## src/rtl/regfile_access_ctrl_if.sv

```systemverilog
// Bundle of the decode-issue, ALU-operand, writeback and register-file signals
// seen by the register-file access controller.
//
// Handshakes: a transfer on iss_* or op_* happens on a rising clk edge where
// valid and ready are both high. A valid source holds its payload stable and
// keeps valid asserted until that edge, and ready never depends on the payload.
// wb_* has no ready: every cycle with wb_valid high is taken.
interface regfile_access_ctrl_if #(
    parameter int DATA_W      = 8,
    parameter int ADDR_W      = 3,
    parameter int STALL_CNT_W = 8
);
    logic                   iss_valid;
    logic                   iss_ready;
    logic [ADDR_W-1:0]      iss_rs1;
    logic [ADDR_W-1:0]      iss_rs2;
    logic [ADDR_W-1:0]      iss_rd;
    logic                   iss_rd_en;

    logic                   op_valid;
    logic                   op_ready;
    logic [DATA_W-1:0]      op_a;
    logic [DATA_W-1:0]      op_b;
    logic [ADDR_W-1:0]      op_rd;
    logic                   op_rd_en;

    logic                   wb_valid;
    logic [ADDR_W-1:0]      wb_rd;
    logic [DATA_W-1:0]      wb_data;

    logic                   rf_reg_write;
    logic [ADDR_W-1:0]      rf_write_reg;
    logic [DATA_W-1:0]      rf_write_data;
    logic [ADDR_W-1:0]      rf_read_reg1;
    logic [ADDR_W-1:0]      rf_read_reg2;
    logic [DATA_W-1:0]      rf_read_data1;
    logic [DATA_W-1:0]      rf_read_data2;

    logic [STALL_CNT_W-1:0] stall_cnt;

    // Controller side
    modport master (
        input  iss_valid, iss_rs1, iss_rs2, iss_rd, iss_rd_en,
        output iss_ready,
        output op_valid, op_a, op_b, op_rd, op_rd_en,
        input  op_ready,
        input  wb_valid, wb_rd, wb_data,
        output rf_reg_write, rf_write_reg, rf_write_data, rf_read_reg1, rf_read_reg2,
        input  rf_read_data1, rf_read_data2,
        output stall_cnt
    );

    // Decode / ALU / register-file side
    modport slave (
        output iss_valid, iss_rs1, iss_rs2, iss_rd, iss_rd_en,
        input  iss_ready,
        input  op_valid, op_a, op_b, op_rd, op_rd_en,
        output op_ready,
        output wb_valid, wb_rd, wb_data,
        input  rf_reg_write, rf_write_reg, rf_write_data, rf_read_reg1, rf_read_reg2,
        output rf_read_data1, rf_read_data2,
        input  stall_cnt
    );
endinterface

```

## src/rtl/regfile_access_ctrl.sv

```systemverilog
// Register-file access controller: accepts one instruction at a time, waits in
// FETCH until no source or destination is pending in the busy scoreboard, then
// captures both operands (with same-cycle writeback forwarding) and holds them
// for the ALU stage. The writeback port is passed straight to the file.
module regfile_access_ctrl #(
    parameter int DATA_W      = 8,
    parameter int ADDR_W      = 3,
    parameter int STALL_CNT_W = 8
) (
    input  logic                       clk,
    input  logic                       rst,
    regfile_access_ctrl_if.master      bus,
    output logic [1:0]                 dbg_state_o,
    output logic [(1 << ADDR_W)-1:0]   dbg_busy_o
);
    localparam int NREGS = 1 << ADDR_W;
    localparam logic [STALL_CNT_W-1:0] STALL_ONE = {{(STALL_CNT_W-1){1'b0}}, 1'b1};

    typedef enum logic [1:0] {
        S_IDLE  = 2'd0,
        S_FETCH = 2'd1,
        S_HOLD  = 2'd2
    } state_t;

    state_t                 state_q, state_d;
    logic [ADDR_W-1:0]      rs1_q, rs2_q, rd_q;
    logic                   rd_en_q;
    logic [NREGS-1:0]       busy_q, busy_d;
    logic [DATA_W-1:0]      op_a_q, op_b_q;
    logic [ADDR_W-1:0]      op_rd_q;
    logic                   op_rd_en_q;
    logic                   op_valid_q;
    logic [STALL_CNT_W-1:0] stall_cnt_q;

    logic accept, op_fire;
    logic wb_hit1, wb_hit2, wb_hit_rd;
    logic blocked, fetch_go;

    assign accept    = bus.iss_valid & bus.iss_ready;
    assign op_fire   = op_valid_q & bus.op_ready;
    assign wb_hit1   = bus.wb_valid && (bus.wb_rd == rs1_q);
    assign wb_hit2   = bus.wb_valid && (bus.wb_rd == rs2_q);
    assign wb_hit_rd = bus.wb_valid && (bus.wb_rd == rd_q);
    // A writeback landing this cycle releases its register immediately.
    assign blocked   = (busy_q[rs1_q] & ~wb_hit1) |
                       (busy_q[rs2_q] & ~wb_hit2) |
                       (rd_en_q & busy_q[rd_q] & ~wb_hit_rd);
    assign fetch_go  = (state_q == S_FETCH) && !blocked;

    // State register
    always_ff @(posedge clk) begin
        if (rst) state_q <= S_IDLE;
        else     state_q <= state_d;
    end

    // Next-state logic: IDLE -> FETCH -> HOLD -> IDLE
    always_comb begin
        state_d = state_q;
        case (state_q)
            S_IDLE:  if (accept)   state_d = S_FETCH;
            S_FETCH: if (!blocked) state_d = S_HOLD;
            S_HOLD:  if (op_fire)  state_d = S_IDLE;
            default:               state_d = S_IDLE;
        endcase
    end

    // Output logic: handshake, operand bundle, file ports, debug view
    always_comb begin
        bus.iss_ready     = (state_q == S_IDLE);
        bus.op_valid      = op_valid_q;
        bus.op_a          = op_a_q;
        bus.op_b          = op_b_q;
        bus.op_rd         = op_rd_q;
        bus.op_rd_en      = op_rd_en_q;
        bus.rf_reg_write  = bus.wb_valid & ~rst;
        bus.rf_write_reg  = bus.wb_rd;
        bus.rf_write_data = bus.wb_data;
        bus.rf_read_reg1  = rs1_q;
        bus.rf_read_reg2  = rs2_q;
        bus.stall_cnt     = stall_cnt_q;
        dbg_state_o       = state_q;
        dbg_busy_o        = busy_q;
    end

    // Scoreboard update: clear on writeback, set on issue; set is applied last so it wins
    always_comb begin
        busy_d = busy_q;
        if (bus.wb_valid)
            busy_d[bus.wb_rd] = 1'b0;
        if (fetch_go && rd_en_q)
            busy_d[rd_q] = 1'b1;
    end

    // Instruction latch, operand capture, scoreboard and stall counter
    always_ff @(posedge clk) begin
        if (rst) begin
            rs1_q       <= '0;
            rs2_q       <= '0;
            rd_q        <= '0;
            rd_en_q     <= 1'b0;
            busy_q      <= '0;
            op_a_q      <= '0;
            op_b_q      <= '0;
            op_rd_q     <= '0;
            op_rd_en_q  <= 1'b0;
            op_valid_q  <= 1'b0;
            stall_cnt_q <= '0;
        end else begin
            busy_q <= busy_d;
            if (accept) begin
                rs1_q   <= bus.iss_rs1;
                rs2_q   <= bus.iss_rs2;
                rd_q    <= bus.iss_rd;
                rd_en_q <= bus.iss_rd_en;
            end
            if (fetch_go) begin
                // Forward even when not busy: the file has not committed this write yet.
                op_a_q     <= wb_hit1 ? bus.wb_data : bus.rf_read_data1;
                op_b_q     <= wb_hit2 ? bus.wb_data : bus.rf_read_data2;
                op_rd_q    <= rd_q;
                op_rd_en_q <= rd_en_q;
                op_valid_q <= 1'b1;
            end else if (op_fire) begin
                op_valid_q <= 1'b0;
            end
            if ((state_q == S_FETCH) && blocked && (stall_cnt_q != '1))
                stall_cnt_q <= stall_cnt_q + STALL_ONE;
        end
    end
endmodule

```

## src/flat_wrapper.sv

```systemverilog
// flat-port wrapper written by rule: the top's interface ports become plain ports
module regfile_access_ctrl_flat 
#(
    parameter int DATA_W      = 8,
    parameter int ADDR_W      = 3,
    parameter int STALL_CNT_W = 8
)
  (clk, rst, dbg_state_o, dbg_busy_o, bus_iss_valid, bus_iss_rs1, bus_iss_rs2, bus_iss_rd, bus_iss_rd_en, bus_iss_ready, bus_op_valid, bus_op_a, bus_op_b, bus_op_rd, bus_op_rd_en, bus_op_ready, bus_wb_valid, bus_wb_rd, bus_wb_data, bus_rf_reg_write, bus_rf_write_reg, bus_rf_write_data, bus_rf_read_reg1, bus_rf_read_reg2, bus_rf_read_data1, bus_rf_read_data2, bus_stall_cnt);
  regfile_access_ctrl_if #(.DATA_W(DATA_W), .ADDR_W(ADDR_W), .STALL_CNT_W(STALL_CNT_W)) bus_i ();
  input  logic clk;
  input  logic rst;
  output logic [1:0] dbg_state_o;
  output logic [(1 << ADDR_W)-1:0] dbg_busy_o;
  input wire logic [$bits(bus_i.iss_valid)-1:0] bus_iss_valid;
  input wire logic [$bits(bus_i.iss_rs1)-1:0] bus_iss_rs1;
  input wire logic [$bits(bus_i.iss_rs2)-1:0] bus_iss_rs2;
  input wire logic [$bits(bus_i.iss_rd)-1:0] bus_iss_rd;
  input wire logic [$bits(bus_i.iss_rd_en)-1:0] bus_iss_rd_en;
  output wire logic [$bits(bus_i.iss_ready)-1:0] bus_iss_ready;
  output wire logic [$bits(bus_i.op_valid)-1:0] bus_op_valid;
  output wire logic [$bits(bus_i.op_a)-1:0] bus_op_a;
  output wire logic [$bits(bus_i.op_b)-1:0] bus_op_b;
  output wire logic [$bits(bus_i.op_rd)-1:0] bus_op_rd;
  output wire logic [$bits(bus_i.op_rd_en)-1:0] bus_op_rd_en;
  input wire logic [$bits(bus_i.op_ready)-1:0] bus_op_ready;
  input wire logic [$bits(bus_i.wb_valid)-1:0] bus_wb_valid;
  input wire logic [$bits(bus_i.wb_rd)-1:0] bus_wb_rd;
  input wire logic [$bits(bus_i.wb_data)-1:0] bus_wb_data;
  output wire logic [$bits(bus_i.rf_reg_write)-1:0] bus_rf_reg_write;
  output wire logic [$bits(bus_i.rf_write_reg)-1:0] bus_rf_write_reg;
  output wire logic [$bits(bus_i.rf_write_data)-1:0] bus_rf_write_data;
  output wire logic [$bits(bus_i.rf_read_reg1)-1:0] bus_rf_read_reg1;
  output wire logic [$bits(bus_i.rf_read_reg2)-1:0] bus_rf_read_reg2;
  input wire logic [$bits(bus_i.rf_read_data1)-1:0] bus_rf_read_data1;
  input wire logic [$bits(bus_i.rf_read_data2)-1:0] bus_rf_read_data2;
  output wire logic [$bits(bus_i.stall_cnt)-1:0] bus_stall_cnt;
  assign bus_i.iss_valid = bus_iss_valid;
  assign bus_i.iss_rs1 = bus_iss_rs1;
  assign bus_i.iss_rs2 = bus_iss_rs2;
  assign bus_i.iss_rd = bus_iss_rd;
  assign bus_i.iss_rd_en = bus_iss_rd_en;
  assign bus_iss_ready = bus_i.iss_ready;
  assign bus_op_valid = bus_i.op_valid;
  assign bus_op_a = bus_i.op_a;
  assign bus_op_b = bus_i.op_b;
  assign bus_op_rd = bus_i.op_rd;
  assign bus_op_rd_en = bus_i.op_rd_en;
  assign bus_i.op_ready = bus_op_ready;
  assign bus_i.wb_valid = bus_wb_valid;
  assign bus_i.wb_rd = bus_wb_rd;
  assign bus_i.wb_data = bus_wb_data;
  assign bus_rf_reg_write = bus_i.rf_reg_write;
  assign bus_rf_write_reg = bus_i.rf_write_reg;
  assign bus_rf_write_data = bus_i.rf_write_data;
  assign bus_rf_read_reg1 = bus_i.rf_read_reg1;
  assign bus_rf_read_reg2 = bus_i.rf_read_reg2;
  assign bus_i.rf_read_data1 = bus_rf_read_data1;
  assign bus_i.rf_read_data2 = bus_rf_read_data2;
  assign bus_stall_cnt = bus_i.stall_cnt;
  regfile_access_ctrl #(.DATA_W(DATA_W), .ADDR_W(ADDR_W), .STALL_CNT_W(STALL_CNT_W)) u_core (.clk(clk), .rst(rst), .bus(bus_i), .dbg_state_o(dbg_state_o), .dbg_busy_o(dbg_busy_o));
endmodule
```

## config.mk

```make
export PLATFORM = sky130hd
export DESIGN_NAME = regfile_access_ctrl_flat
export DESIGN_NICKNAME = d
export VERILOG_FILES = /design/src/rtl/regfile_access_ctrl_if.sv /design/src/rtl/regfile_access_ctrl.sv /design/src/flat_wrapper.sv
export SDC_FILE = /design/constraint.sdc
export NUM_CORES = 1
export LEC_CHECK = 0
export ABC_AREA = 1
export BUFFER_PORTS_ARGS = -buffer_cell sky130_fd_sc_hd__buf_4
export CELL_PAD_IN_SITES_DETAIL_PLACEMENT = 0
export CELL_PAD_IN_SITES_GLOBAL_PLACEMENT = 2
export CORE_AREA = 8 8 116 118
export CTS_BUF_LIST = sky130_fd_sc_hd__clkbuf_8
export DETAILED_ROUTE_END_ITERATION = 10
export DIE_AREA = 0 0 124 126
export GPL_TIMING_DRIVEN = 0
export PLACE_DENSITY = 0.87
export SETUP_SLACK_MARGIN = 0.4
export SYNTH_ARGS = -nofsm -noshare
export SYNTH_HDL_FRONTEND = slang
export SYNTH_SLANG_ARGS = --single-unit
```

## constraint.sdc

```tcl
create_clock -name clk -period 1.6 [get_ports clk]
set_input_delay 0.32 -clock clk [delete_from_list [all_inputs] [get_ports clk]]
set_output_delay 0.32 -clock clk [all_outputs]
set_load 0.005 [all_outputs]
```

## Word level (Yosys, flattened, before mapping)

Index checks and enable logic that the tools add are counted.

| storage, ports and cells | value |
|---|---|
| register bits | 49 |
| input port bits | 42 |
| output and inout port bits | 58 |
| logic and storage cells | 77 |

| cells by class | value |
|---|---|
| add/sub/neg operators | 1 |
| $lt $le $gt $ge | 6 |
| eq/ne operators | 9 |
| muxes and demuxes | 20 |
| bitwise logic cells | 16 |
| reduce and logical (&&, ||, !) cells | 13 |

Operators by type and width:

| cell | count |
|---|---|
| 8-bit two-way mux | 4 |
| 3-bit by 4-bit < comparator with 1-bit output, second input constant | 4 |
| 1-bit binary-select mux with 3-bit select | 3 |
| 3-bit equality test | 3 |
| 1-bit logical AND | 9 |
| 8-bit by 1-bit adder with 8-bit output, second input constant | 1 |
| 8-bit bitwise AND | 1 |
| 8-bit != test, second input constant | 1 |
| 8-bit inverter | 1 |
| 8-bit OR | 1 |
| 1-bit bitwise AND | 7 |
| 1-bit two-way mux | 7 |
| 1-bit demux with 3-bit select | 2 |
| 3-bit by 1-bit greater-or-equal comparator with 1-bit output, second input constant | 2 |
| 2-bit two-way mux | 3 |
| 2-bit one-hot mux with 3 select lines | 1 |
| 2-bit != test, second input constant | 2 |
| 1-bit inverter | 4 |
| 3-bit AND reduction | 1 |
| 2-bit by 1-bit equality test with 1-bit output, second input constant | 1 |
| 2-bit equality test, second input constant | 1 |
| 2-bit logical NOT | 1 |
| 2-bit by 1-bit != test with 1-bit output, second input constant | 1 |
| 1-bit OR | 2 |
| other kinds (2) | 2 |

## Longest topological paths before layout

Gate-level depths: netlist of run 1.

| logic depth | value |
|---|---|
| depth in word-level cells | 10 |
| depth in mapped cells | 14 |
| depth with buffers taken out | 13 |

## Worst setup path after synthesis of run 1

OpenSTA, ideal clock, no wires.

| path | value |
|---|---|
| path type | reg-to-reg |
| start | reg u_core.rs1_q[1], in the netlist u_core.bus.rf_read_reg1[1] |
| end | reg u_core.op_a_q[6], in the netlist u_core.bus.op_a[6] |
| data arrival time | 1,467 ps |
| path slack | 62 ps |
| stages on the path, launching flop included | 13 |
| cells stage by stage | dfxtp_1 > inv_1 > nand2_1 > nand2_1 > nor2_2 > nand2_2 > nand3_2 > nand2_2 > nor2_2 > buf_6 > buf_8 > nand3_1 > a21oi_1 |

| between the ends | value |
|---|---|
| word-level cells in the longest chain between the ends | 8 |
| elaborated cells between the ends (all ways) | 11 |
| classes of those cells | eq/ne: 1; mux: 3; bitwise: 4; reduce/logical: 3 |

RTL lines:

| what | RTL line | source |
|---|---|---|
| start, declared | regfile_access_ctrl.sv:26 | `logic [ADDR_W-1:0] rs1_q, rs2_q, rd_q;` |
| start signal, assigned | regfile_access_ctrl.sv:111 | `rs1_q <= bus.iss_rs1;` |
| branches (longest 8 deep; another with 1-bit binary-select mux with 3-bit select) | - |  |
| end signal, assigned | regfile_access_ctrl.sv:118 | `op_a_q <= wb_hit1 ? bus.wb_data : bus.rf_read_data1;` |
| end, declared | regfile_access_ctrl.sv:29 | `logic [DATA_W-1:0] op_a_q, op_b_q;` |

Parallel ways; which one is timed is not known. The select of a mux whose other input is x is not followed.
A chain may end at the register's enable or synchronous reset.

## Worst setup path after layout of run 1

| path | value |
|---|---|
| start | reg u_core.rs2_q[1], in the netlist u_core.bus.rf_read_reg2[1] |
| end | reg u_core.op_b_q[6], in the netlist u_core.bus.op_b[6] |

| between the ends | value |
|---|---|
| word-level cells in the longest chain between the ends | 8 |
| elaborated cells between the ends (all ways) | 11 |
| classes of those cells | eq/ne: 1; mux: 3; bitwise: 4; reduce/logical: 3 |

RTL lines:

| what | RTL line | source |
|---|---|---|
| start, declared | regfile_access_ctrl.sv:26 |  |
| start signal, assigned | regfile_access_ctrl.sv:112 | `rs2_q <= bus.iss_rs2;` |
| branches (longest 8 deep; another with 1-bit binary-select mux with 3-bit select) | - |  |
| end signal, assigned | regfile_access_ctrl.sv:119 | `op_b_q <= wb_hit2 ? bus.wb_data : bus.rf_read_data2;` |
| end, declared | regfile_access_ctrl.sv:29 |  |

Parallel ways; which one is timed is not known. The select of a mux whose other input is x is not followed.

==> results of run 1 <==
## routing by layer
| layer | wire length, um | part of all wire (%) |
|---|---|---|
| met1 | 4350 | 41 |
| met2 | 5430 | 52 |
| met3 | 610 | 5.8 |
| met4 | 107 | 1.0 |
| met5 | 0 | 0 |
## sequential cells by signal, indices dropped and copies added (netlist names)
register	count
u_core.bus.op_rd_en	1
u_core.rd_en_q	1
u_core.dbg_busy_o	8
u_core.bus.rf_read_reg1	3
u_core.bus.stall_cnt	8
u_core.rd_q	3
u_core.bus.op_valid	1
u_core.dbg_state_o	2
u_core.bus.op_b	8
u_core.bus.op_a	8
u_core.bus.op_rd	3
u_core.bus.rf_read_reg2	3
## through the flow
stage                     std cells  utilization (%)
final                           676             36.8
after global routing            676             36.8
after CTS                       672             34.3
after detailed placement        652             31.5
after global placement          652             31.5
after floorplan                 406                -
## timing repair
item / in CTS / in global routing
resized for setup: 46 / 69
setup buffers: 13 / 2
pin swaps: 8 / 26
setup endpoints to repair: 58 / 54
gates cloned: 0 / 2
## critical path: cells and delay by family (launching register included)
kind / cells / cell delay [ns]
compound gates: 1 / 0.15
simple gates: 8 / 0.72
flops: 1 / 0.38
buf+inv: 3 / 0.36
## where the power goes
group | internal (uW) | switching, uW | leakage [uW]
Sequential | 1310 | 85.2 | 0.000411
Clock | 338 | 416 | 0.0000485
Combinational | 715 | 788 | 0.00144
Total | 2370 | 1290 | 0.00189
## layout make-up
type	count	area, um^2
clock inverters	1	3.75
plain buffers	33	267
inverters	35	149
multi-input cells	289	1650
well taps	147	184
repair buffers	116	948
clock buffers	6	82.6
flip-flops and latches	49	1030
fillers	1275	7400
## cell families after synthesis
logic type	Yosys count	synth area share, %
flip-flops	49	36.3
XOR/XNOR	6	1.95
buffers and inverters	68	12.9
AND/OR/NAND/NOR	197	32.6
adder cells (fa/ha/maj)	1	0.463
AO/OA/AOI/OAI	85	15.8
## layout by cell type (no fill, tap or decap), drive strengths merged
cell type / instances
nand3: 44
clkbuf: 17
o21ai: 36
xnor2: 3
ha: 1
nor2: 12
inv: 36
nor3: 7
dfxtp: 49
nand2: 119
buf: 138
nand4: 15
xor2: 3
a21oi: 49
## final timing paths
| kind | from | to |
|---|---|---|
| worst max-delay path | u_core.bus.rf_read_reg2[1]$_SDFFE_PP0P_ | u_core.bus.op_b[6]$_SDFFE_PP0P_ |
| worst min-delay path | bus_op_ready | u_core.bus.op_valid$_SDFFE_PP0P_ |
| worst max register to register | u_core.bus.rf_read_reg2[1]$_SDFFE_PP0P_ | u_core.bus.op_b[6]$_SDFFE_PP0P_ |
| worst min register to register | u_core.bus.op_b[0]$_SDFFE_PP0P_ | u_core.bus.op_b[0]$_SDFFE_PP0P_ |
## cell usage after synthesis (5+ instances only)
master                     number  area (um^2)
sky130_fd_sc_hd__nand3_1       39          195
sky130_fd_sc_hd__buf_2          5         25.0
sky130_fd_sc_hd__inv_2          5         18.8
sky130_fd_sc_hd__nor2_1         9         33.8
sky130_fd_sc_hd__inv_1         29          109
sky130_fd_sc_hd__nor3_1         7         35.0
sky130_fd_sc_hd__buf_4         14          105
sky130_fd_sc_hd__dfxtp_1       49          981
sky130_fd_sc_hd__clkbuf_1       9         33.8
sky130_fd_sc_hd__a21oi_1       49          245
sky130_fd_sc_hd__nand2_1      116          435
sky130_fd_sc_hd__nand4_1       15         93.8
sky130_fd_sc_hd__nand3_2        5         50.1
sky130_fd_sc_hd__o21ai_0       34          170
==> out/summary.md, run 1 <==
### Pwr
• 3660 uW — Power Total
• 0.00189 uW — reported leakage power
• 0.445 mV — worst-case vdd ir drop
• 849 mW/mm^2 — total power divided by cell area

### Yosys
• 6.65 um^2 — average instance area after synthesis
• sky130_fd_sc_hd__dfxtp_1 — prevailing post-synth register cell
• 49 — flop and latch count out of synthesis
• 36.3% — share of synthesized area occupied by flip-flops and latches
• 25 — distinct cell type count after synthesis
• 0 — number of warnings reported in the yosys synthesis log
• 0% — post-synthesis async set-or-reset flop share
• 449 — Synth Net Count
• 0 — number of flops mapped to enable cells by yosys
• 0.00270 mm^2 — Synth Cell Area
• 406 — Gate Count Post-Synth

### Clock network
• 0.09 ns — Clk pin slew, worst setup/hold paths
• 2 — deepest clock path buffer count
• 0.30 ns — latest clock arrival within the worst-skew pair
• 2 — level count of the clock H-tree
• 5 — number of buffers created by CTS
• built — clock tree from TritonCTS
• 0 — number of hold buffers added after cts
• 49 — number of sinks driven by the clock tree
• sky130_fd_sc_hd__clkbuf_8 — root buf cell

### Route
• 5 — first-pass iteration count of the detailed router
• 15.5 um — drt wl/cell
• 3,132 — total number of vias
• 120 — violation count after the first detailed-route iteration
• 4.63 — post-detailed-route via-to-cell ratio
• 0 — number of design rule violations left after detail routing
• 10,500 um — post-detailed-routing wire length
• 0 — residual antenna-violating net count after detailed routing

### Placement
• -0.315 ns — Placement Setup Slack
• 0.835 — RePlAce Congestion
• 0.00369 mm^2 — Cell Area, Placed
• 7780 um — Post-DP HPWL
• 99 — count of input and output buffers

### Floorplanning
• 126 um — die span in y
• 124 um — horizontal die dimension
• 0.0156 mm^2 — die outline area
• 100 — I/O pin total
• 40 — cell row count
• 0.0117 mm^2 — area of the core region
• 23.1% — initial standard-cell utilization of the core

### Finish
• 0 — # diodes
• 59.5% — area growth from synthesis to final layout
• 45.6% — proportion of layout cells with a drive suffix above 1
• 0.00431 mm^2 — Final Instance Area
• 572 — net total in the final layout

### GRT
• 2.37% — met3 layer usage reported by global route
• 22.9% — met2 track demand over resource
• 3,126 — number of global-route vias before repair
• 15.7% — global routing usage on met1
• 13.0% — GRT Overall Usage
• 0 — antenna violations before repair
• 16,200 um — wire length of the first global-routing pass
• 0 — Remaining Overflow, GRT
• 14 — pin count of the biggest net entering global routing
• met2 — layer with the highest usage

### Worst setup path
• 6 — worst-path maximum fanout
• 1.83 ns — WP data required
• -0.08 ns — setup slack, reg-to-reg
• 12 — worst r2r path cells
• inv_4 > nand2_1 > nand2_1 > nor2_2 > nand2_4 > nand3_4 > nand2_4 > nor2_4 > buf_8 > buf_8 > nand3_2 > a21oi_2 — CP Cell Sequence
• flip-flop — crit start category
• 0.38 ns — highest cell delay on the worst timing path
• 1.91 ns — arrival time at the worst endpoint
• flip-flop to flip-flop — CP Class
• flip-flop — kind of end point of the critical path
• sky130_fd_sc_hd__dfxtp_4 — cell with the biggest individual delay on the critical path

### Min path
• input pin to flip-flop — kind of path behind the tightest hold check
• 4 — count of cells along the worst hold path

### Timing
• 0 — max-slew violation count
• 0.282 ns — final hold slack
• 52.1% — normalized max-slew margin
• 105% — portion of the clock cycle consumed by the worst path in the final layout
• -1.29 ns — Setup Total Neg Slack
• yes — RSZ-0062 raised after global routing
• 596 MHz — maximum clock frequency
• 1.68 ns — min Tclk post-route
• 0.00726 ns — Setup Skew
• -0.0777 ns — slack of the critical path
• 0 — endpoints failing hold
• 28 — final-report setup violation count
• 0.718 ns — worst-margin pin slew

### Outcome
• complete, but fails checks — result of the run
• setup timing — failing checks

### Flow run
• 0 — total of max-cap violations

(Power assumes the default switching activity.)
==> run 2, diff against run 1 <==
--- a/config.mk
+++ b/config.mk
@@ -9,13 +9,14 @@
 export BUFFER_PORTS_ARGS = -buffer_cell sky130_fd_sc_hd__buf_4
 export CELL_PAD_IN_SITES_DETAIL_PLACEMENT = 0
 export CELL_PAD_IN_SITES_GLOBAL_PLACEMENT = 2
-export CORE_AREA = 8 8 116 118
+export CORE_AREA = 8 8 111 113
 export CTS_BUF_LIST = sky130_fd_sc_hd__clkbuf_8
 export DETAILED_ROUTE_END_ITERATION = 10
-export DIE_AREA = 0 0 124 126
+export DIE_AREA = 0 0 119 121
 export GPL_TIMING_DRIVEN = 0
-export PLACE_DENSITY = 0.87
+export PLACE_DENSITY = 0.91
 export SETUP_SLACK_MARGIN = 0.4
+export SLEW_MARGIN = 10
 export SYNTH_ARGS = -nofsm -noshare
 export SYNTH_HDL_FRONTEND = slang
 export SYNTH_SLANG_ARGS = --single-unit
==> constraint.sdc (replaced) <==
create_clock -name clk -period 1.9 [get_ports clk]
set_input_delay 0.38 -clock clk [delete_from_list [all_inputs] [get_ports clk]]
set_output_delay 0.38 -clock clk [all_outputs]
set_load 0.005 [all_outputs]
==> out/summary.md, run 2 (same netlist as run 1, synthesis figures left out) <==
### Outcome
• completed — result of the run

### Clock network
• sky130_fd_sc_hd__clkbuf_8 — root buf cell
• 49 — number of sinks driven by the clock tree, unchanged
• 2 — level count of the clock H-tree, unchanged
• 0.32 ns — latest clock arrival within the worst-skew pair, +0.02 ns
• 2 — deepest clock path buffer count, unchanged
• built — clock tree from TritonCTS
• 0.10 ns — Clk pin slew, worst setup/hold paths, about the same
• 5 — number of buffers created by CTS, unchanged

### Route
• 0 — number of design rule violations left after detail routing, unchanged
• 4 — first-pass iteration count of the detailed router, -1
• 0 — residual antenna-violating net count after detailed routing, unchanged
• 15.3 um — drt wl/cell, -1.6%
• 10,400 um — post-detailed-routing wire length, -1.0%
• 4.67 — post-detailed-route via-to-cell ratio, +0.84%
• 3,177 — total number of vias, +1.4%
• 209 — violation count after the first detailed-route iteration, +74%

### GRT
• 0 — antenna violations before repair, unchanged
• 4.75% — met3 layer usage reported by global route, +2.4 points
• 3,158 — number of global-route vias before repair, +1.0%
• 0 — Remaining Overflow, GRT, unchanged
• 23.7% — met2 track demand over resource, +0.85 points
• 16,500 um — wire length of the first global-routing pass, +1.7%
• 14.1% — GRT Overall Usage, +1.1 points
• 16 — pin count of the biggest net entering global routing, +2
• met2 — layer with the highest usage
• 17.0% — global routing usage on met1, +1.3 points

### Worst setup path
• sky130_fd_sc_hd__nand2_1 — crit-path most repeated cell
• 5 — Buffers & Inverters on Critical Path, +2
• 0.36 ns — highest cell delay on the worst timing path, -0.02 ns
• flip-flop to flip-flop — CP Class
• 15 — worst r2r path cells, +3
• sky130_fd_sc_hd__dfxtp_4 — cell with the biggest individual delay on the critical path
• flip-flop — kind of end point of the critical path
• buf_6 > nand2_1 > nand2_1 > nand2_1 > nand2_1 > nand2_1 > nand2_2 > nand2_4 > inv_4 > nor2_4 > buf_6 > buf_12 > clkbuf_16 > nand3_1 > a21oi_2 — CP Cell Sequence
• u_core.bus.op_b[4]$_SDFFE_PP0P_ — Worst R2R End
• 2.16 ns — WP data required, +0.33 ns
• simple AND/OR/NAND/NOR gates — critical path's top delay family
• flip-flop — crit start category
• 2.00 ns — arrival time at the worst endpoint, +0.09 ns
• 7 — worst-path maximum fanout, +1
• 0.16 ns — setup slack, reg-to-reg, +0.24 ns
• u_core.rd_q[0]$_SDFFE_PP0P_ — source of the worst register-to-register timing path

### Timing
• 0.00820 ns — Setup Skew, +0.000937 ns
• yes — RSZ-0062 raised after global routing
• 0.335 ns — final hold slack, +0.0530 ns
• 0 — final-report setup violation count, -100%
• 0.160 ns — slack of the critical path, +0.238 ns
• 91.6% — portion of the clock cycle consumed by the worst path in the final layout, -13 points
• 0 — max-slew violation count, unchanged
• 1.74 ns — min Tclk post-route, +0.0625 ns
• 0 — endpoints failing hold, unchanged
• 575 MHz — maximum clock frequency, -3.6%
• 0.624 ns — worst-margin pin slew, -0.0947 ns
• 58.4% — normalized max-slew margin, +6.3 points

### Placement
• -0.0292 ns — Placement Setup Slack, +0.286 ns
• 645 — number of cells after detailed placement, -1.1%
• 99 — count of input and output buffers, unchanged
• 7660 um — Post-DP HPWL, -1.5%
• 0.00365 mm^2 — Cell Area, Placed, -1.1%
• 0.834 — RePlAce Congestion, about the same

### Pwr
• 35.3% — sequential share of power, -3.0 points
• 40.5% — share of power burned in combinational logic, -0.6 points
• 32.9% — fraction of power spent switching nets, -2.4 points
• 767 mW/mm^2 — total power divided by cell area, -9.6%
• 2230 uW — internal power summed over all cells, -5.8%
• 24.2% — clock network power share, +3.6 points
• 0.00194 uW — reported leakage power, +2.5%
• 0.366 mV — worst-case vdd ir drop, -18%
• 1090 uW — Net Sw Power, -15%
• 3320 uW — Power Total, -9.2%

### Floorplanning
• 0.0144 mm^2 — die outline area, -7.8%
• 119 um — horizontal die dimension, -4.0%
• 38 — cell row count, -5.0%
• 121 um — die span in y, -4.0%
• 25.5% — initial standard-cell utilization of the core, +2.4 points
• 0.0106 mm^2 — area of the core region, -9.5%
• 100 — I/O pin total, unchanged

### Finish
• 582 — net total in the final layout, +1.7%
• 42.4% — proportion of layout cells with a drive suffix above 1, -3.2 points
• sky130_fd_sc_hd__buf_4, sky130_fd_sc_hd__nand2_1, sky130_fd_sc_hd__dfxtp_1 — commonest non-fill, non-tap cells in the layout
• sky130_fd_sc_hd__buf_4 — most common cell after layout, fill and taps aside
• 60.3% — area growth from synthesis to final layout
• 680 — count of placed standard cells in the final layout, fillers left out, +0.59%
• 1,103 — number of fill cells, -13%
• 0.00433 mm^2 — Final Instance Area, +0.49%
• 0 — # diodes, unchanged

### Min path
• 4 — count of cells along the worst hold path, unchanged
• u_core.bus.op_valid$_SDFFE_PP0P_ — Hold Path End
• bus_op_ready — worst hold start
• input pin to flip-flop — kind of path behind the tightest hold check

### Flow run
• 0 — total of max-cap violations, unchanged

==> run 2: worst min-delay path: stages <==
cell and delay (ns):
sky130_fd_sc_hd__buf_4 0.10, sky130_fd_sc_hd__inv_1 0.03, sky130_fd_sc_hd__nand2_1 0.05, sky130_fd_sc_hd__a21oi_1 0.05
==> run 2: area by class of cell <==
| type | instances | area [um^2] | area share, % |
|---|---|---|---|
| inverters | 35 | 144 | 3.32 |
| plain buffers | 33 | 251 | 5.81 |
| flip-flops and latches | 49 | 1000 | 23.1 |
| clock inverters | 2 | 37.5 | 0.867 |
| clock buffers | 6 | 82.6 | 1.91 |
| repair buffers | 125 | 1040 | 24.0 |
| well taps | 140 | 175 | 4.05 |
| multi-input cells | 290 | 1600 | 36.9 |
==> run 2: worst max path at each step <==
stage / slack (ns) / cells after the start / startpoint / end
finish: 0.16 / 15 / u_core.rd_q[0]$_SDFFE_PP0P_ / u_core.bus.op_b[4]$_SDFFE_PP0P_
global route: 0.02 / 15 / u_core.rd_q[0]$_SDFFE_PP0P_ / u_core.bus.op_rd[0]$_SDFFE_PP0P_
CTS: 0.17 / 15 / u_core.rd_q[2]$_SDFFE_PP0P_ / u_core.bus.op_b[0]$_SDFFE_PP0P_
detailed placement: -0.03 / 13 / bus_wb_rd[2] / u_core.bus.op_b[5]$_SDFFE_PP0P_
global placement: -0.03 / 11 / bus_wb_rd[1] / u_core.bus.stall_cnt[5]$_SDFFE_PP0P_
floorplan: 0.40 / 12 / u_core.bus.rf_read_reg2[2]$_SDFFE_PP0P_ / u_core.dbg_busy_o[4]$_SDFF_PP0_
==> run 2: power groups by stage <==
| stage | combinational, uW | sequential (uW) | clock (uW) |
|---|---|---|---|
| after floorplan | 526 | 1180 | 0 |
| after global placement | 873 | 1190 | 0 |
| after detailed placement | 880 | 1190 | 0 |
| after CTS | 1180 | 1170 | 813 |
| after global routing | 1470 | 1180 | 862 |
| final | 1350 | 1170 | 803 |
==> run 2: repair_timing <==
action	4_1_cts	5_1_grt
endpoints found under the setup margin	40	41
buffers inserted	19	3
resized for setup	46	43
pin swaps	18	27
hold buffers	0	0
gates cloned	3	2
==> run 2: metal layers <==
layer / up-vias / wire (um)
met5: - / 0
met1: 1467 / 4600
met3: 7 / 793
met2: 97 / 4900
li1: 1606 / -
met4: 0 / 107
==> run 2: stage by stage <==
step | TNS (ns) | utilization (%)
final | 0 | 40.8
after global routing | 0 | 40.8
after CTS | 0 | 38.7
after detailed placement | -0.418 | 34.4
after global placement | -0.440 | 34.4
after floorplan | 0 | -
==> run 3, diff against run 2 <==
--- a/config.mk
+++ b/config.mk
@@ -9,12 +9,12 @@
 export BUFFER_PORTS_ARGS = -buffer_cell sky130_fd_sc_hd__buf_4
 export CELL_PAD_IN_SITES_DETAIL_PLACEMENT = 0
 export CELL_PAD_IN_SITES_GLOBAL_PLACEMENT = 2
-export CORE_AREA = 8 8 111 113
+export CORE_AREA = 8 8 108 110
 export CTS_BUF_LIST = sky130_fd_sc_hd__clkbuf_8
 export DETAILED_ROUTE_END_ITERATION = 10
-export DIE_AREA = 0 0 119 121
+export DIE_AREA = 0 0 116 118
 export GPL_TIMING_DRIVEN = 0
-export PLACE_DENSITY = 0.91
+export PLACE_DENSITY = 0.95
 export SETUP_SLACK_MARGIN = 0.4
 export SLEW_MARGIN = 10
 export SYNTH_ARGS = -nofsm -noshare
==> constraint.sdc (replaced) <==
create_clock -name clk -period 2.01 [get_ports clk]
set_input_delay 0.402 -clock clk [delete_from_list [all_inputs] [get_ports clk]]
set_output_delay 0.402 -clock clk [all_outputs]
set_load 0.005 [all_outputs]
==> out/summary.md, run 3 (same netlist as run 1, synthesis figures left out) <==
### Route
• 4.71 — post-detailed-route via-to-cell ratio, +0.82%
• 10,200 um — post-detailed-routing wire length, -1.6%
• 0 — residual antenna-violating net count after detailed routing, unchanged
• 4 — first-pass iteration count of the detailed router, unchanged
• 0 — number of design rule violations left after detail routing, unchanged
• 130 — violation count after the first detailed-route iteration, -38%
• 15.1 um — drt wl/cell, -1.1%
• 3,189 — total number of vias, +0.38%

### Floorplanning
• 37 — cell row count, -2.6%
• 116 um — horizontal die dimension, -2.5%
• 0.0137 mm^2 — die outline area, -4.9%
• 100 — I/O pin total, unchanged
• 118 um — die span in y, -2.5%
• 27.0% — initial standard-cell utilization of the core, +1.5 points
• 0.0100 mm^2 — area of the core region, -5.7%

### Min path
• 4 — count of cells along the worst hold path, unchanged
• input pin to flip-flop — kind of path behind the tightest hold check
• u_core.bus.op_valid$_SDFFE_PP0P_ — Hold Path End
• bus_op_ready — worst hold start

### Clock network
• 2 — level count of the clock H-tree, unchanged
• 2 — deepest clock path buffer count, unchanged
• 5 — number of buffers created by CTS, unchanged
• 49 — number of sinks driven by the clock tree, unchanged
• 0 — number of hold buffers added after cts, unchanged
• 0.09 ns — Clk pin slew, worst setup/hold paths, about the same
• 0.30 ns — latest clock arrival within the worst-skew pair, -0.02 ns
• sky130_fd_sc_hd__clkbuf_8 — root buf cell
• built — clock tree from TritonCTS

### Timing
• yes — RSZ-0062 raised after global routing
• 0 ns — Setup Total Neg Slack, unchanged
• 58.5% — normalized max-slew margin, about the same
• 0 — max-slew violation count, unchanged
• 1.79 ns — min Tclk post-route, +0.0513 ns
• 0.623 ns — worst-margin pin slew, -0.000834 ns
• 0 — endpoints failing hold, unchanged
• 0.363 ns — final hold slack, +0.0283 ns
• 89.1% — portion of the clock cycle consumed by the worst path in the final layout, -2.5 points
• 558 MHz — maximum clock frequency, -2.9%
• 0.00437 ns — Setup Skew, -0.00383 ns
• 0 — final-report setup violation count, unchanged
• 0.219 ns — slack of the critical path, +0.0587 ns

### Pwr
• 685 mW/mm^2 — total power divided by cell area, -11%
• 42.9% — share of power burned in combinational logic, +2.4 points
• 0.312 mV — worst-case vdd ir drop, -15%
• 37.7% — sequential share of power, +2.4 points
• 1010 uW — Net Sw Power, -7.4%
• 34.5% — fraction of power spent switching nets, +1.6 points
• 0.00192 uW — reported leakage power, -1.4%
• 19.3% — clock network power share, -4.9 points
• 1920 uW — internal power summed over all cells, -14%
• 2930 uW — Power Total, -12%

### Finish
• sky130_fd_sc_hd__buf_4 — most common cell after layout, fill and taps aside
• 0 — # diodes, unchanged
• sky130_fd_sc_hd__buf_4, sky130_fd_sc_hd__nand2_1, sky130_fd_sc_hd__dfxtp_1 — commonest non-fill, non-tap cells in the layout
• 42.8% — final design utilization, +2.0 points
• 583 — net total in the final layout, +0.17%
• 40.1% — proportion of layout cells with a drive suffix above 1, -2.3 points
• 58.4% — area growth from synthesis to final layout

### Outcome
• completed — result of the run

### GRT
• 14.7% — GRT Overall Usage, +0.61 points
• 0 — antenna violations before repair, unchanged
• 0 — Remaining Overflow, GRT, unchanged
• 15 — pin count of the biggest net entering global routing, -1
• 3,232 — number of global-route vias before repair, +2.3%
• 16,300 um — wire length of the first global-routing pass, -1.1%

### Worst setup path
• u_core.rd_q[1]$_SDFFE_PP0P_ — source of the worst register-to-register timing path
• 0.22 ns — setup slack, reg-to-reg, +0.06 ns
• 2.24 ns — WP data required, +0.08 ns
• 2.03 ns — arrival time at the worst endpoint, +0.03 ns
• flip-flop — crit start category
• 11 — worst r2r path cells, -4
• flip-flop — kind of end point of the critical path
• 5 — worst-path maximum fanout, -2
• u_core.dbg_busy_o[7]$_SDFF_PP0_ — Worst R2R End
• flip-flop to flip-flop — CP Class

### Placement
• -0.0939 ns — Placement Setup Slack, -0.0647 ns
• 0.853 — RePlAce Congestion, +2.3%
• 99 — count of input and output buffers, unchanged
• 7710 um — Post-DP HPWL, +0.65%

### Flow run
• 0 — total of max-cap violations, unchanged

## run 3: cell types whose count changed in the layout (fill, tap and decap cells not counted), sizes merged
cell	before	now
bufinv	1	0
clkinvlp	1	2
clkinv	0	1
## run 3: how the worst max path moves through the flow
| stage | endpoint | slack [ns] | startpoint |
|---|---|---|---|
| after floorplan | u_core.bus.op_a[6]$_SDFFE_PP0P_ | 0.42 | bus_wb_rd[0] |
| after global placement | u_core.bus.op_a[6]$_SDFFE_PP0P_ | -0.07 | bus_wb_rd[0] |
| after detailed placement | u_core.bus.op_b[3]$_SDFFE_PP0P_ | -0.09 | bus_wb_rd[0] |
| after CTS | u_core.bus.op_b[0]$_SDFFE_PP0P_ | 0.28 | u_core.rd_q[1]$_SDFFE_PP0P_ |
| after global routing | u_core.bus.op_a[0]$_SDFFE_PP0P_ | 0.11 | u_core.rd_q[1]$_SDFFE_PP0P_ |
| final | u_core.dbg_busy_o[7]$_SDFF_PP0_ | 0.22 | u_core.rd_q[1]$_SDFFE_PP0P_ |
## run 3: power groups by stage
stage | clock network (uW) | logic (uW) | registers [uW]
after CTS | 584 | 1150 | 1100
after detailed placement | 0 | 825 | 1120
final | 567 | 1260 | 1100
after floorplan | 0 | 485 | 1110
after global placement | 0 | 817 | 1120
after global routing | 626 | 1360 | 1110
## run 3: critical path, cell delays in order, from the launching register on
cell                         delay, ns
sky130_fd_sc_hd__dfxtp_2          0.33
sky130_fd_sc_hd__buf_6            0.10
sky130_fd_sc_hd__clkinvlp_4       0.12
sky130_fd_sc_hd__buf_4            0.16
sky130_fd_sc_hd__buf_4            0.12
sky130_fd_sc_hd__buf_4            0.12
sky130_fd_sc_hd__buf_4            0.12
sky130_fd_sc_hd__buf_4            0.12
sky130_fd_sc_hd__buf_4            0.13
sky130_fd_sc_hd__nor3_2           0.12
sky130_fd_sc_hd__nand4_1          0.14
sky130_fd_sc_hd__a21oi_2          0.15
## run 3: what timing repair did
item,in CTS,in global routing
setup endpoints to repair,39,40
setup buffers,20,3
cloned,4,1
gates resized for setup,54,28
pin swaps,20,12
## run 3: layer usage
metal	vias to the layer above	routed length (um)	track usage (%)
met2	78	5320	25.6
li1	1601	-	-
met1	1496	4290	17.8
met3	14	373	1.95
met5	-	0	0
met4	0	251	5.60
## run 3: layout make-up
class | count | area, um^2
Buffer | 33 | 253
Clock buffer | 5 | 68.8
Clock inverter | 3 | 15.0
Fill cell | 1076 | 5720
Inverter | 35 | 141
Multi-Input combinational cell | 290 | 1580
Sequential cell | 49 | 1000
Tap cell | 136 | 170
Timing Repair Buffer | 126 | 1050
## run 3: stage by stage
step                std cells  instance area (um^2)
floorplan                 406                  2700
global placement          641                  3610
detailed placement        641                  3610
CTS                       673                  4130
global route              677                  4280
finish                    677                  4280
